**src/rtl/decode_issue_ctrl_if.sv**
```systemverilog
// Fetch, execute and decode-output signals of the decode/issue controller.
// The slave modport is the controller; the master modport is its environment.
interface decode_issue_ctrl_if #(
   parameter int unsigned InstrWidth   = 32,
   parameter int unsigned RegAddrWidth = 5,
   parameter int unsigned CntWidth     = 16
);
   logic [InstrWidth-1:0]   if_instr;
   logic                    if_valid;
   logic                    if_ready;
   logic                    ex_ready;
   logic                    ex_flush;
   logic [InstrWidth-1:0]   id_instr;
   logic                    id_valid;
   logic [1:0]              id_imm_sel;
   logic [RegAddrWidth-1:0] id_rs1;
   logic [RegAddrWidth-1:0] id_rs2;
   logic [RegAddrWidth-1:0] id_rd;
   logic                    id_mem_rd;
   logic                    id_mem_wr;
   logic                    id_reg_wr;
   logic                    id_branch;
   logic                    id_alu_imm;
   logic                    illegal;
   logic [CntWidth-1:0]     stall_cnt;
   logic [CntWidth-1:0]     issue_cnt;

   modport master (
      output if_instr, if_valid, ex_ready, ex_flush,
      input  if_ready, id_instr, id_valid, id_imm_sel, id_rs1, id_rs2, id_rd,
             id_mem_rd, id_mem_wr, id_reg_wr, id_branch, id_alu_imm,
             illegal, stall_cnt, issue_cnt
   );

   modport slave (
      input  if_instr, if_valid, ex_ready, ex_flush,
      output if_ready, id_instr, id_valid, id_imm_sel, id_rs1, id_rs2, id_rd,
             id_mem_rd, id_mem_wr, id_reg_wr, id_branch, id_alu_imm,
             illegal, stall_cnt, issue_cnt
   );
endinterface

```
**src/rtl/decode_issue_ctrl.sv**
```systemverilog
// Decode/issue controller: owns the decode register, decodes RV32 opcodes,
// inserts one bubble per load-use hazard, honours flush and halts on illegal opcodes.
module decode_issue_ctrl #(
   parameter int unsigned InstrWidth   = 32,
   parameter int unsigned RegAddrWidth = 5,
   parameter int unsigned CntWidth     = 16
) (
   input logic                clk,
   input logic                reset,
   decode_issue_ctrl_if.slave bus
);

   typedef enum logic [0:0] {StRun, StHalt} state_e;

   localparam logic [6:0] OpLoad   = 7'b0000011;
   localparam logic [6:0] OpImm    = 7'b0010011;
   localparam logic [6:0] OpStore  = 7'b0100011;
   localparam logic [6:0] OpBranch = 7'b1100011;
   localparam logic [6:0] OpReg    = 7'b0110011;

   state_e                  state_q, state_d;
   logic [InstrWidth-1:0]   d_instr_q, d_instr_d;
   logic                    d_valid_q, d_valid_d;
   logic                    ex_load_q, ex_load_d;
   logic [RegAddrWidth-1:0] ex_rd_q, ex_rd_d;
   logic                    illegal_q, illegal_d;
   logic [CntWidth-1:0]     stall_cnt_q, stall_cnt_d;
   logic [CntWidth-1:0]     issue_cnt_q, issue_cnt_d;

   logic [6:0]              opcode;
   logic [RegAddrWidth-1:0] rs1, rs2, rd_field, rd;
   logic                    legal, is_load, uses_rs2, rd_used;
   logic                    mem_rd, mem_wr, reg_wr, branch, alu_imm;
   logic [1:0]              imm_sel;
   logic                    run, hazard, id_valid, issue, bubble, if_ready, accept, illegal_det;

   assign opcode   = d_instr_q[6:0];
   assign rs1      = d_instr_q[15 +: RegAddrWidth];
   assign rs2      = d_instr_q[20 +: RegAddrWidth];
   assign rd_field = d_instr_q[7 +: RegAddrWidth];

   always_comb begin
      legal    = 1'b0;
      is_load  = 1'b0;
      uses_rs2 = 1'b0;
      rd_used  = 1'b0;
      mem_rd   = 1'b0;
      mem_wr   = 1'b0;
      reg_wr   = 1'b0;
      branch   = 1'b0;
      alu_imm  = 1'b0;
      imm_sel  = 2'd3;
      case (opcode)
         OpLoad: begin
            legal   = 1'b1;
            is_load = 1'b1;
            rd_used = 1'b1;
            mem_rd  = 1'b1;
            reg_wr  = 1'b1;
            alu_imm = 1'b1;
            imm_sel = 2'd0;
         end
         OpImm: begin
            legal   = 1'b1;
            rd_used = 1'b1;
            reg_wr  = 1'b1;
            alu_imm = 1'b1;
            imm_sel = 2'd0;
         end
         OpStore: begin
            legal    = 1'b1;
            uses_rs2 = 1'b1;
            mem_wr   = 1'b1;
            alu_imm  = 1'b1;
            imm_sel  = 2'd1;
         end
         OpBranch: begin
            legal    = 1'b1;
            uses_rs2 = 1'b1;
            branch   = 1'b1;
            imm_sel  = 2'd2;
         end
         OpReg: begin
            legal    = 1'b1;
            uses_rs2 = 1'b1;
            rd_used  = 1'b1;
            reg_wr   = 1'b1;
         end
         default: ;
      endcase
   end

   assign rd = rd_used ? rd_field : '0;

   // Reset gates the handshakes so nothing is offered or accepted during the reset cycle.
   assign run         = (state_q == StRun) & ~reset;
   assign hazard      = d_valid_q & ex_load_q & (ex_rd_q != '0) &
                        ((rs1 == ex_rd_q) | (uses_rs2 & (rs2 == ex_rd_q)));
   assign id_valid    = run & d_valid_q & ~hazard & legal & ~bus.ex_flush;
   assign issue       = id_valid & bus.ex_ready;
   assign bubble      = run & hazard & bus.ex_ready & ~bus.ex_flush;
   assign if_ready    = run & ~bus.ex_flush & (~d_valid_q | issue);
   assign accept      = bus.if_valid & if_ready;
   assign illegal_det = run & d_valid_q & ~legal & ~bus.ex_flush;

   always_comb begin
      state_d     = state_q;
      d_instr_d   = d_instr_q;
      d_valid_d   = d_valid_q;
      ex_load_d   = ex_load_q;
      ex_rd_d     = ex_rd_q;
      illegal_d   = illegal_q;
      stall_cnt_d = stall_cnt_q;
      issue_cnt_d = issue_cnt_q;
      if (bus.ex_flush) begin
         d_valid_d = 1'b0;
         ex_load_d = 1'b0;
      end else begin
         if (accept) begin
            d_instr_d = bus.if_instr;
            d_valid_d = 1'b1;
         end else if (issue) begin
            d_valid_d = 1'b0;
         end
         if (issue) begin
            ex_load_d = is_load;
            ex_rd_d   = rd;
            if (issue_cnt_q != '1) issue_cnt_d = issue_cnt_q + CntWidth'(1);
         end
         if (bubble) begin
            ex_load_d = 1'b0;
            if (stall_cnt_q != '1) stall_cnt_d = stall_cnt_q + CntWidth'(1);
         end
         if (illegal_det) begin
            illegal_d = 1'b1;
            state_d   = StHalt;
         end
      end
   end

   always_ff @(posedge clk) begin
      if (reset) begin
         state_q     <= StRun;
         d_instr_q   <= '0;
         d_valid_q   <= 1'b0;
         ex_load_q   <= 1'b0;
         ex_rd_q     <= '0;
         illegal_q   <= 1'b0;
         stall_cnt_q <= '0;
         issue_cnt_q <= '0;
      end else begin
         state_q     <= state_d;
         d_instr_q   <= d_instr_d;
         d_valid_q   <= d_valid_d;
         ex_load_q   <= ex_load_d;
         ex_rd_q     <= ex_rd_d;
         illegal_q   <= illegal_d;
         stall_cnt_q <= stall_cnt_d;
         issue_cnt_q <= issue_cnt_d;
      end
   end

   assign bus.if_ready   = if_ready;
   assign bus.id_instr   = d_instr_q;
   assign bus.id_valid   = id_valid;
   assign bus.id_imm_sel = d_valid_q ? imm_sel : 2'd3;
   assign bus.id_rs1     = rs1;
   assign bus.id_rs2     = rs2;
   assign bus.id_rd      = rd;
   assign bus.id_mem_rd  = d_valid_q & mem_rd;
   assign bus.id_mem_wr  = d_valid_q & mem_wr;
   assign bus.id_reg_wr  = d_valid_q & reg_wr;
   assign bus.id_branch  = d_valid_q & branch;
   assign bus.id_alu_imm = d_valid_q & alu_imm;
   assign bus.illegal    = illegal_q;
   assign bus.stall_cnt  = stall_cnt_q;
   assign bus.issue_cnt  = issue_cnt_q;

endmodule
```
**src/flat_wrapper.sv**
```systemverilog
// flat-port wrapper written by rule: the top's interface ports become plain ports
module decode_issue_ctrl_flat 
#(
   parameter int unsigned InstrWidth   = 32,
   parameter int unsigned RegAddrWidth = 5,
   parameter int unsigned CntWidth     = 16
)
  (clk, reset, bus_if_instr, bus_if_valid, bus_ex_ready, bus_ex_flush, bus_if_ready, bus_id_instr, bus_id_valid, bus_id_imm_sel, bus_id_rs1, bus_id_rs2, bus_id_rd, bus_id_mem_rd, bus_id_mem_wr, bus_id_reg_wr, bus_id_branch, bus_id_alu_imm, bus_illegal, bus_stall_cnt, bus_issue_cnt);
  decode_issue_ctrl_if #(.InstrWidth(InstrWidth), .RegAddrWidth(RegAddrWidth), .CntWidth(CntWidth)) bus_i ();
  input logic clk;
  input logic reset;
  input wire logic [$bits(bus_i.if_instr)-1:0] bus_if_instr;
  input wire logic [$bits(bus_i.if_valid)-1:0] bus_if_valid;
  input wire logic [$bits(bus_i.ex_ready)-1:0] bus_ex_ready;
  input wire logic [$bits(bus_i.ex_flush)-1:0] bus_ex_flush;
  output wire logic [$bits(bus_i.if_ready)-1:0] bus_if_ready;
  output wire logic [$bits(bus_i.id_instr)-1:0] bus_id_instr;
  output wire logic [$bits(bus_i.id_valid)-1:0] bus_id_valid;
  output wire logic [$bits(bus_i.id_imm_sel)-1:0] bus_id_imm_sel;
  output wire logic [$bits(bus_i.id_rs1)-1:0] bus_id_rs1;
  output wire logic [$bits(bus_i.id_rs2)-1:0] bus_id_rs2;
  output wire logic [$bits(bus_i.id_rd)-1:0] bus_id_rd;
  output wire logic [$bits(bus_i.id_mem_rd)-1:0] bus_id_mem_rd;
  output wire logic [$bits(bus_i.id_mem_wr)-1:0] bus_id_mem_wr;
  output wire logic [$bits(bus_i.id_reg_wr)-1:0] bus_id_reg_wr;
  output wire logic [$bits(bus_i.id_branch)-1:0] bus_id_branch;
  output wire logic [$bits(bus_i.id_alu_imm)-1:0] bus_id_alu_imm;
  output wire logic [$bits(bus_i.illegal)-1:0] bus_illegal;
  output wire logic [$bits(bus_i.stall_cnt)-1:0] bus_stall_cnt;
  output wire logic [$bits(bus_i.issue_cnt)-1:0] bus_issue_cnt;
  assign bus_i.if_instr = bus_if_instr;
  assign bus_i.if_valid = bus_if_valid;
  assign bus_i.ex_ready = bus_ex_ready;
  assign bus_i.ex_flush = bus_ex_flush;
  assign bus_if_ready = bus_i.if_ready;
  assign bus_id_instr = bus_i.id_instr;
  assign bus_id_valid = bus_i.id_valid;
  assign bus_id_imm_sel = bus_i.id_imm_sel;
  assign bus_id_rs1 = bus_i.id_rs1;
  assign bus_id_rs2 = bus_i.id_rs2;
  assign bus_id_rd = bus_i.id_rd;
  assign bus_id_mem_rd = bus_i.id_mem_rd;
  assign bus_id_mem_wr = bus_i.id_mem_wr;
  assign bus_id_reg_wr = bus_i.id_reg_wr;
  assign bus_id_branch = bus_i.id_branch;
  assign bus_id_alu_imm = bus_i.id_alu_imm;
  assign bus_illegal = bus_i.illegal;
  assign bus_stall_cnt = bus_i.stall_cnt;
  assign bus_issue_cnt = bus_i.issue_cnt;
  decode_issue_ctrl #(.InstrWidth(InstrWidth), .RegAddrWidth(RegAddrWidth), .CntWidth(CntWidth)) u_core (.clk(clk), .reset(reset), .bus(bus_i));
endmodule
```
**config.mk**
```make
export PLATFORM = sky130hd
export DESIGN_NAME = decode_issue_ctrl_flat
export DESIGN_NICKNAME = d
export VERILOG_FILES = /design/src/rtl/decode_issue_ctrl_if.sv /design/src/rtl/decode_issue_ctrl.sv /design/src/flat_wrapper.sv
export SDC_FILE = /design/constraint.sdc
export NUM_CORES = 1
export LEC_CHECK = 0
export CAP_MARGIN = 30
export CORE_MARGIN = 4
export CORE_UTILIZATION = 30
export DETAILED_ROUTE_END_ITERATION = 8
export PLACE_DENSITY = 0.6
export SLEW_MARGIN = 20
export SYNTH_ARGS = -nofsm -noshare
export SYNTH_HDL_FRONTEND = slang
export SYNTH_SLANG_ARGS = --single-unit
```
**constraint.sdc**
```tcl
create_clock -name clk -period 2.4 [get_ports clk]
set_clock_uncertainty 0.05 [all_clocks]
set_input_delay 0.48 -clock clk [delete_from_list [all_inputs] [get_ports clk]]
set_output_delay 0.48 -clock clk [all_outputs]
set_load 0.02 [all_outputs]
```
==> results of run 1 <==
stage by stage:
stage / util / setup TNS, ns
global route: 0.508 / -2.40
CTS: 0.482 / -0.225
floorplan: - / 0
global placement: 0.453 / -5.54
finish: 0.508 / -0.159
detailed placement: 0.453 / -6.97
worst max path at each step:
stage / slack, ns / depth (start not counted) / startpoint / end
2_1_floorplan: 0.07 / 6 / u_core.ex_rd_q[0] / bus_if_ready
3_3_place_gp: -0.33 / 8 / bus_ex_flush / u_core.bus.issue_cnt[9]
3_5_place_dp: -0.37 / 8 / bus_ex_flush / u_core.bus.issue_cnt[9]
4_1_cts: -0.11 / 6 / u_core.ex_rd_q[3] / bus_if_ready
5_1_grt: -0.19 / 10 / u_core.ex_rd_q[1] / u_core.bus.stall_cnt[6]
6_report: -0.06 / 6 / u_core.ex_rd_q[2] / bus_if_ready
repair_timing:
item / CTS / global route
pin swaps: 8 / 32
gates resized for setup: 39 / 45
setup endpoints to repair: 35 / 35
buffers inserted: 1 / 5
gates cloned: 0 / 3
per-layer routing:
| metal | vias up | global-route usage |
|---|---|---|
| li1 | 1933 | - |
| met1 | 1867 | 0.203 |
| met2 | 131 | 0.268 |
| met3 | 12 | 0.0605 |
| met4 | 0 | 0.0396 |
| met5 | - | 0 |
tightest hold or removal path: stages (launching register included):
cell	delay [ns]
dfxtp_1	0.30
o21ai_0	0.07
a21oi_1	0.06
registers in the layout, indices dropped and copies added, names as in the netlist:
| register | count |
|---|---|
| u_core.d_valid_q | 1 |
| u_core.bus.illegal | 1 |
| u_core.ex_rd_q | 5 |
| u_core.bus.issue_cnt | 16 |
| u_core.bus.id_instr | 32 |
| u_core.ex_load_q | 1 |
| u_core.bus.stall_cnt | 16 |
where the power goes:
part / internal (mW) / switching, mW
Combinational: 0.149 / 0.131
Clock: 0.726 / 0.503
Sequential: 1.22 / 0.0182
Total: 2.09 / 0.652
synthesized netlist by cell type, drive strengths merged (4+ instances only):
master	n	area share
nor4	8	0.014
inv	4	0.0042
nand4	14	0.024
nor2	21	0.022
and3	15	0.026
xor2	8	0.019
buf	14	0.026
nor2b	13	0.023
or3	14	0.024
nand2	17	0.018
clkbuf	28	0.029
nand3	45	0.063
or4	8	0.017
nor3	5	0.0069
o21ai	47	0.065
dfxtp	72	0.40
mux2	12	0.038
a21oi	60	0.084
o31ai	12	0.025
cells in the final DEF (no fill, tap or decap), types with 8 or more instances in the layout:
master / synthesis / layout
and3_1: 15 / 15
a21oi_1: 59 / 52
clkbuf_16: 0 / 11
o31ai_1: 12 / 10
buf_4: 10 / 42
nand3_1: 45 / 44
nor2b_1: 13 / 13
clkdlybuf4s50_1: 0 / 109
buf_6: 0 / 8
mux2_2: 12 / 8
dlygate4sd2_1: 0 / 10
or3_1: 14 / 14
o21ai_0: 47 / 45
nor2_1: 21 / 19
nand2_1: 17 / 17
dfxtp_1: 72 / 69
nand4_1: 14 / 14
cells by family (layout without fill, tap and decap cells):
group           after synthesis  in the layout  share of synthesized area
compound gates              126            126                      0.191
simple gates                177            177                      0.281
mux                          12             12                     0.0375
xor+xnor                     10             10                     0.0243
fa+ha+maj                     2              2                    0.00695
flops                        72             72                      0.400
buf+inv                      46            201                     0.0590
final cells by class:
class / count / area (sq um)
Multi-Input combinational cell: 327 / 2180
Inverter: 4 / 15.0
Clock inverter: 3 / 17.5
Clock buffer: 13 / 250
Sequential cell: 72 / 1450
Tap cell: 143 / 179
Fill cell: 1079 / 5690
Timing Repair Buffer: 181 / 1780
==> metrics.txt, run 1 <==
# TYPE chip_impl_metric gauge
chip_impl_info{name="cts_tree",value="done"} 1
chip_impl_metric{name="async_reset_ff_frac",unit=""} 0
chip_impl_metric{name="period_share",unit=""} 1.02
chip_impl_metric{name="timing_hold_violations_final",unit=""} 0
chip_impl_metric{name="vias_in_the_first_global_route",unit=""} 3730
chip_impl_metric{name="placement.setup.worst_slack",unit="ns"} -0.373
chip_impl_info{name="endpoint_of_the_worst_slack_reg_to_reg_timing_path",value="u_core.bus.stall_cnt[6]"} 1
chip_impl_info{name="worst-setup-path-type",value="reg2out"} 1
chip_impl_metric{name="leakage",unit="nW"} 2.14
chip_impl_metric{name="count_of_nets_left_with_antenna_violations_after_detail_routing",unit=""} 0
chip_impl_metric{name="yosysWarningCount",unit=""} 0
chip_impl_info{name="synth_ff_type",value="dfxtp_1"} 1
chip_impl_info{name="timing.hold.worst.class",value="reg2reg"} 1
chip_impl_metric{name="clkSlewWorstSetupHoldPaths",unit="ns"} 0.06
chip_impl_metric{name="drtPass1Iterations",unit=""} 4
chip_impl_metric{name="drt_drc_violations_left",unit=""} 0
chip_impl_metric{name="synthDistinctLibCells",unit=""} 41
chip_impl_metric{name="dr_wl_met2",unit="mm"} 5.86
chip_impl_metric{name="time_the_worst_path_needs_with_i_o_delays_and_setup",unit="ns"} 2.46
chip_impl_metric{name="final.hold.worst_slack",unit="ns"} 0.427
chip_impl_metric{name="gr-total-overflow",unit=""} 0
chip_impl_metric{name="cp_data_arrival_time",unit="ns"} 1.93
chip_impl_metric{name="die_width",unit="um"} 118
chip_impl_info{name="unrepaired_setup_endpoints_after_global_routing",value="yes"} 1
chip_impl_metric{name="cellPowerDensity",unit="nW/um^2"} 467
chip_impl_metric{name="tightestPinTransition",unit="ns"} 0.563
chip_impl_metric{name="vias_per_cell",unit=""} 5.31
chip_impl_metric{name="grt_first_pass_wirelength",unit="mm"} 18.9
chip_impl_info{name="status",value="finished, violations left"} 1
chip_impl_metric{name="hold_buffers",unit=""} 0
chip_impl_metric{name="critical_path_buf_inv_count",unit=""} 1
chip_impl_info{name="violations_in_the_final_reports",value="negative setup slack"} 1
chip_impl_metric{name="route.final.wire_length",unit="mm"} 12.1
chip_impl_metric{name="postSynthRegisterBits",unit=""} 72
chip_impl_metric{name="worst-endpoint-required",unit="ns"} 1.87
chip_impl_metric{name="synth_area_per_cell",unit="sq um"} 8.09
chip_impl_metric{name="syn-cell-area",unit="sq um"} 3600
chip_impl_metric{name="grt.total_usage",unit=""} 0.163
chip_impl_metric{name="initial_utilization",unit=""} 0.311
chip_impl_metric{name="syn-num-nets",unit=""} 484
chip_impl_metric{name="met3_length",unit="um"} 949
chip_impl_metric{name="vdd.ir_drop.worst",unit="uV"} 278
chip_impl_metric{name="initial_antenna_violation_count",unit=""} 0
chip_impl_metric{name="maxClockFrequency",unit="MHz"} 407
chip_impl_info{name="worstSetupEndpointType",value="output pin"} 1
chip_impl_metric{name="dpl.hpwl",unit="mm"} 8.20
chip_impl_metric{name="nets",unit=""} 634
chip_impl_metric{name="report.power.total",unit="mW"} 2.74
chip_impl_metric{name="cts_sinks",unit=""} 72
chip_impl_metric{name="die_height",unit="um"} 118
chip_impl_metric{name="count_of_flip_flops_with_a_built_in_enable_after_synthesis",unit=""} 0
chip_impl_metric{name="critPathMaxFanout",unit=""} 2
chip_impl_metric{name="regToRegSetupSlack",unit="ns"} -0.04
chip_impl_metric{name="grt_max_degree",unit=""} 61
chip_impl_metric{name="buffer_ports.inserted",unit=""} 125
chip_impl_metric{name="antenna-diode-count",unit=""} 0
chip_impl_metric{name="postSynthCellCount",unit=""} 445
chip_impl_metric{name="drt-wirelength-per-cell",unit="um"} 16.3
chip_impl_metric{name="total_non_filler_cell_area_in_the_finished_layout",unit="sq um"} 5870
chip_impl_metric{name="fp-row-count",unit=""} 39
chip_impl_metric{name="areaGrowthSynthToFinish",unit="%"} 63.1
chip_impl_metric{name="timing.reg2reg.worst_path_depth",unit=""} 10
chip_impl_metric{name="post-route-worst-setup-slack",unit="ns"} -0.0550
chip_impl_metric{name="setup-violations-final",unit=""} 5
chip_impl_metric{name="ctsHtreeMaxLevel",unit=""} 3
chip_impl_metric{name="design.die.area",unit="sq um"} 13800
chip_impl_metric{name="clk_path_buf_depth",unit=""} 2
chip_impl_metric{name="clk_latency",unit="ns"} 0.33
chip_impl_info{name="crit_slowest_cell",value="or4_1"} 1
chip_impl_metric{name="placed_cells",unit=""} 718
chip_impl_info{name="maxUsedRoutingLayer",value="met4"} 1
chip_impl_info{name="r2r-start",value="u_core.ex_rd_q[1]"} 1
chip_impl_info{name="buffer_cell_driving_the_clock_tree_root",value="clkbuf_16"} 1
chip_impl_info{name="worstPathCellList",value="or4_1 > o211ai_1 > a21o_1 > nand3_2 > a21oi_2 > buf_6"} 1
chip_impl_metric{name="drv_cap",unit=""} 0
chip_impl_metric{name="synth_sequential_area_ratio",unit=""} 0.400
chip_impl_metric{name="drive_gt1_frac",unit=""} 0.208
chip_impl_info{name="hold_path.startpoint",value="u_core.bus.id_instr[31]"} 1
chip_impl_metric{name="boundaryPins",unit=""} 126
chip_impl_metric{name="maxSlewViolCount",unit=""} 0
chip_impl_metric{name="layoutNonFillerInstCount",unit=""} 743
chip_impl_metric{name="critical_path.max_stage_delay",unit="ns"} 0.52
chip_impl_metric{name="worst_hold_path.num_cells",unit=""} 2
chip_impl_metric{name="timing.slew.headroom",unit=""} 0.625
chip_impl_metric{name="total_routed_wire_length_on_the_met1_layer",unit="mm"} 5.16
chip_impl_metric{name="place_congestion",unit=""} 0.814
chip_impl_metric{name="dr.first_iter.drc_count",unit=""} 261
chip_impl_metric{name="detailed_place.area",unit="sq um"} 5240
chip_impl_info{name="worst_setup_path_start_kind",value="flip-flop"} 1
chip_impl_metric{name="design.core.area",unit="sq um"} 11600
chip_impl_metric{name="numCtsBuffers",unit=""} 9
chip_impl_info{name="timing.hold.worst_endpoint",value="u_core.bus.id_instr[31]"} 1
chip_impl_metric{name="num_vias",unit=""} 3943
chip_impl_info{name="crit_family",value="simple AND/OR/NAND/NOR gates"} 1
(Power assumes the default switching activity.)
==> run 2, diff against run 1 <==
Settings changed: CORE_MARGIN 4 to 5.
==> run 2 against run 1 <==
The flow still finishes with violations (negative setup slack). Global-route usage hardly changed. Worst hold slack worse by 0.0025 ns. Worst setup slack worse by 0.017 ns. Clock power is 20% higher. Fmax is 0.69% lower. Register-to-register slack better by 0.03 ns. Clock-buffer cell count is 2 lower. Utilization is 1.9 points lower. First-iteration DRC count is 46% lower.
==> metrics.txt, run 2 (synthesis results as in run 1) <==
# TYPE chip_impl_metric gauge
chip_impl_info{name="status",value="finished, violations left"} 1
chip_impl_info{name="violations_in_the_final_reports",value="negative setup slack"} 1
chip_impl_metric{name="num_vias",unit=""} 3995
chip_impl_metric{name="buffer_ports.inserted",unit=""} 125
chip_impl_metric{name="cts_sinks",unit=""} 72
chip_impl_metric{name="largest_register_ff_count",unit=""} 32
chip_impl_metric{name="layoutNonFillerInstCount",unit=""} 750
chip_impl_metric{name="cellPowerDensity",unit="nW/um^2"} 515
chip_impl_metric{name="drt_drc_violations_left",unit=""} 0
chip_impl_metric{name="boundaryPins",unit=""} 126
chip_impl_metric{name="layout.area.seq",unit="sq um"} 1450
chip_impl_info{name="timing.hold.worst.class",value="reg2reg"} 1
chip_impl_metric{name="vias_in_the_first_global_route",unit=""} 3932
chip_impl_metric{name="vdd.ir_drop.worst",unit="uV"} 362
chip_impl_info{name="timing.critical_path.from",value="u_core.ex_rd_q[0]"} 1
chip_impl_info{name="crit_family",value="simple AND/OR/NAND/NOR gates"} 1
chip_impl_info{name="hold_path.startpoint",value="u_core.bus.id_instr[12]"} 1
chip_impl_info{name="mostFrequentLayoutCell",value="clkdlybuf4s50_1"} 1
chip_impl_metric{name="die_width",unit="um"} 120
chip_impl_metric{name="maxSlewViolCount",unit=""} 0
chip_impl_metric{name="ctsHtreeMaxLevel",unit=""} 3
chip_impl_metric{name="final.hold.worst_slack",unit="ns"} 0.424
chip_impl_metric{name="timing.slew.headroom",unit=""} 0.425
chip_impl_metric{name="hold_buffers",unit=""} 0
chip_impl_metric{name="initial_antenna_violation_count",unit=""} 0
chip_impl_info{name="worstPathCellList",value="or4_1 > o211ai_1 > a21o_1 > nand3_2 > a21oi_2 > buf_4"} 1
chip_impl_metric{name="drt-wirelength-per-cell",unit="um"} 16.2
chip_impl_info{name="unrepaired_setup_endpoints_after_global_routing",value="yes"} 1
chip_impl_metric{name="initial_utilization",unit=""} 0.302
chip_impl_metric{name="drive_gt1_frac",unit=""} 0.209
chip_impl_info{name="cts_tree",value="done"} 1
chip_impl_metric{name="clk_path_buf_depth",unit=""} 2
chip_impl_metric{name="worst-endpoint-required",unit="ns"} 1.87
chip_impl_metric{name="tightestPinTransition",unit="ns"} 0.863
chip_impl_metric{name="design.core.area",unit="sq um"} 11900
chip_impl_metric{name="fp-row-count",unit=""} 40
chip_impl_metric{name="nets",unit=""} 637
chip_impl_metric{name="multi_input_comb_area",unit="sq um"} 2120
chip_impl_metric{name="design.die.area",unit="sq um"} 14300
chip_impl_metric{name="critical_path.max_stage_delay",unit="ns"} 0.52
chip_impl_metric{name="vias_per_cell",unit=""} 5.33
chip_impl_metric{name="numCtsBuffers",unit=""} 9
chip_impl_metric{name="antenna-diode-count",unit=""} 0
chip_impl_metric{name="post-route-worst-setup-slack",unit="ns"} -0.0720
chip_impl_metric{name="place_congestion",unit=""} 0.854
chip_impl_metric{name="fillers",unit=""} 1134
chip_impl_metric{name="dr.first_iter.drc_count",unit=""} 142
chip_impl_metric{name="areaGrowthSynthToFinish",unit="%"} 61.6
chip_impl_metric{name="drtPass1Iterations",unit=""} 4
chip_impl_metric{name="cp_data_arrival_time",unit="ns"} 1.94
chip_impl_metric{name="setup-violations-final",unit=""} 5
chip_impl_metric{name="placement.setup.worst_slack",unit="ns"} -0.381
chip_impl_metric{name="drv_cap",unit=""} 0
chip_impl_metric{name="dpl.hpwl",unit="mm"} 8.43
chip_impl_metric{name="critPathMaxFanout",unit=""} 2
chip_impl_metric{name="maxClockFrequency",unit="MHz"} 405
chip_impl_metric{name="grt_first_pass_wirelength",unit="mm"} 19.6
chip_impl_metric{name="timing_hold_violations_final",unit=""} 0
chip_impl_metric{name="grt.total_usage",unit=""} 0.163
chip_impl_metric{name="time_the_worst_path_needs_with_i_o_delays_and_setup",unit="ns"} 2.47
chip_impl_metric{name="clkSlewWorstSetupHoldPaths",unit="ns"} 0.06
chip_impl_metric{name="count_of_nets_left_with_antenna_violations_after_detail_routing",unit=""} 0
chip_impl_metric{name="placed_cells",unit=""} 728
chip_impl_info{name="buffer_cell_driving_the_clock_tree_root",value="clkbuf_16"} 1
chip_impl_info{name="crit_slowest_cell",value="or4_1"} 1
chip_impl_info{name="worstSetupEndpointType",value="output pin"} 1
chip_impl_info{name="worst-setup-path-type",value="reg2out"} 1
chip_impl_info{name="final_cell_mix",value="109 x clkdlybuf4s50_1, 68 x dfxtp_1, 54 x a21oi_1, 52 x buf_4, 46 x o21ai_0"} 1
chip_impl_metric{name="gr-total-overflow",unit=""} 0
chip_impl_metric{name="leakage",unit="nW"} 2.11
chip_impl_metric{name="route.final.wire_length",unit="mm"} 12.2
chip_impl_metric{name="die_height",unit="um"} 120
chip_impl_metric{name="grt_max_degree",unit=""} 82
chip_impl_info{name="r2r-start",value="u_core.bus.id_instr[21]"} 1
chip_impl_metric{name="clk_latency",unit="ns"} 0.33
chip_impl_metric{name="period_share",unit=""} 1.03
chip_impl_info{name="worst_setup_path_start_kind",value="flip-flop"} 1
chip_impl_metric{name="critical_path_buf_inv_count",unit=""} 1
-- run 2: cell types whose count changed in the layout (fill, tap and decap cells not counted), moves of 4 or more --
cell / previous run / this run
mux2_2: 8 / 12
dlygate4sd2_1: 10 / 5
mux2_4: 4 / 0
buf_4: 42 / 52
nor4_2: 5 / 1
-- run 2: per-stage QoR --
stage                      util  power [mW]  TNS (ns)  cell area, sq um
after floorplan               -        1.37         0              3610
after global placement    0.443        1.53     -6.58              5280
after detailed placement  0.443        1.53     -8.92              5280
after CTS                 0.477        3.02    -0.292              5680
after global routing      0.489        3.12     -1.36              5820
final                     0.489        3.00   -0.0959              5820
-- run 2: timing repair --
| action | CTS | global route |
|---|---|---|
| pin swaps | 8 | 9 |
| setup buffers | 0 | 6 |
| endpoints found under the setup margin | 38 | 35 |
| endpoints found under the hold margin | 0 | 0 |
| resized for setup | 42 | 37 |
-- run 2: area by class of cell --
type | count | area share
clock buffers | 11 | 0.0434
clock inverters | 5 | 0.0135
inverters | 4 | 0.00301
multi-input cells | 327 | 0.364
flip-flops and latches | 72 | 0.248
well taps | 147 | 0.0316
repair buffers | 184 | 0.296
-- run 2: path summary, 6_finish.rpt --
check	endpoint	cells after the start	slack (ns)
worst max-delay path	bus_if_ready	6	-0.07
worst min-delay path	u_core.bus.id_instr[12]	2	0.42
worst max register to register	u_core.bus.stall_cnt[8]	9	-0.01
worst min register to register	u_core.bus.id_instr[12]	2	0.42
-- run 2: where the power goes --
part | switching (mW) | internal (mW) | total [mW]
Combinational | 0.133 | 0.149 | 0.282
Clock | 0.515 | 0.965 | 1.48
Sequential | 0.0179 | 1.22 | 1.23
-- run 2: routing by layer --
layer  share of wire  vias to the layer above  GRT usage
met2            0.47                      128      0.272
met5               0                        -          0
met3           0.071                       15     0.0551
li1                -                     1942          -
met4           0.014                        0     0.0387
met1            0.44                     1910      0.205
-- run 2: worst register-to-register path, cell delays in order (launching register included) --
cell,delay (ns)
dfxtp_2,0.33
xor2_1,0.16
nor4_1,0.26
buf_4,0.16
nand3_2,0.09
buf_6,0.14
a211o_4,0.39
buf_6,0.16
or4_1,0.46
a21oi_1,0.13
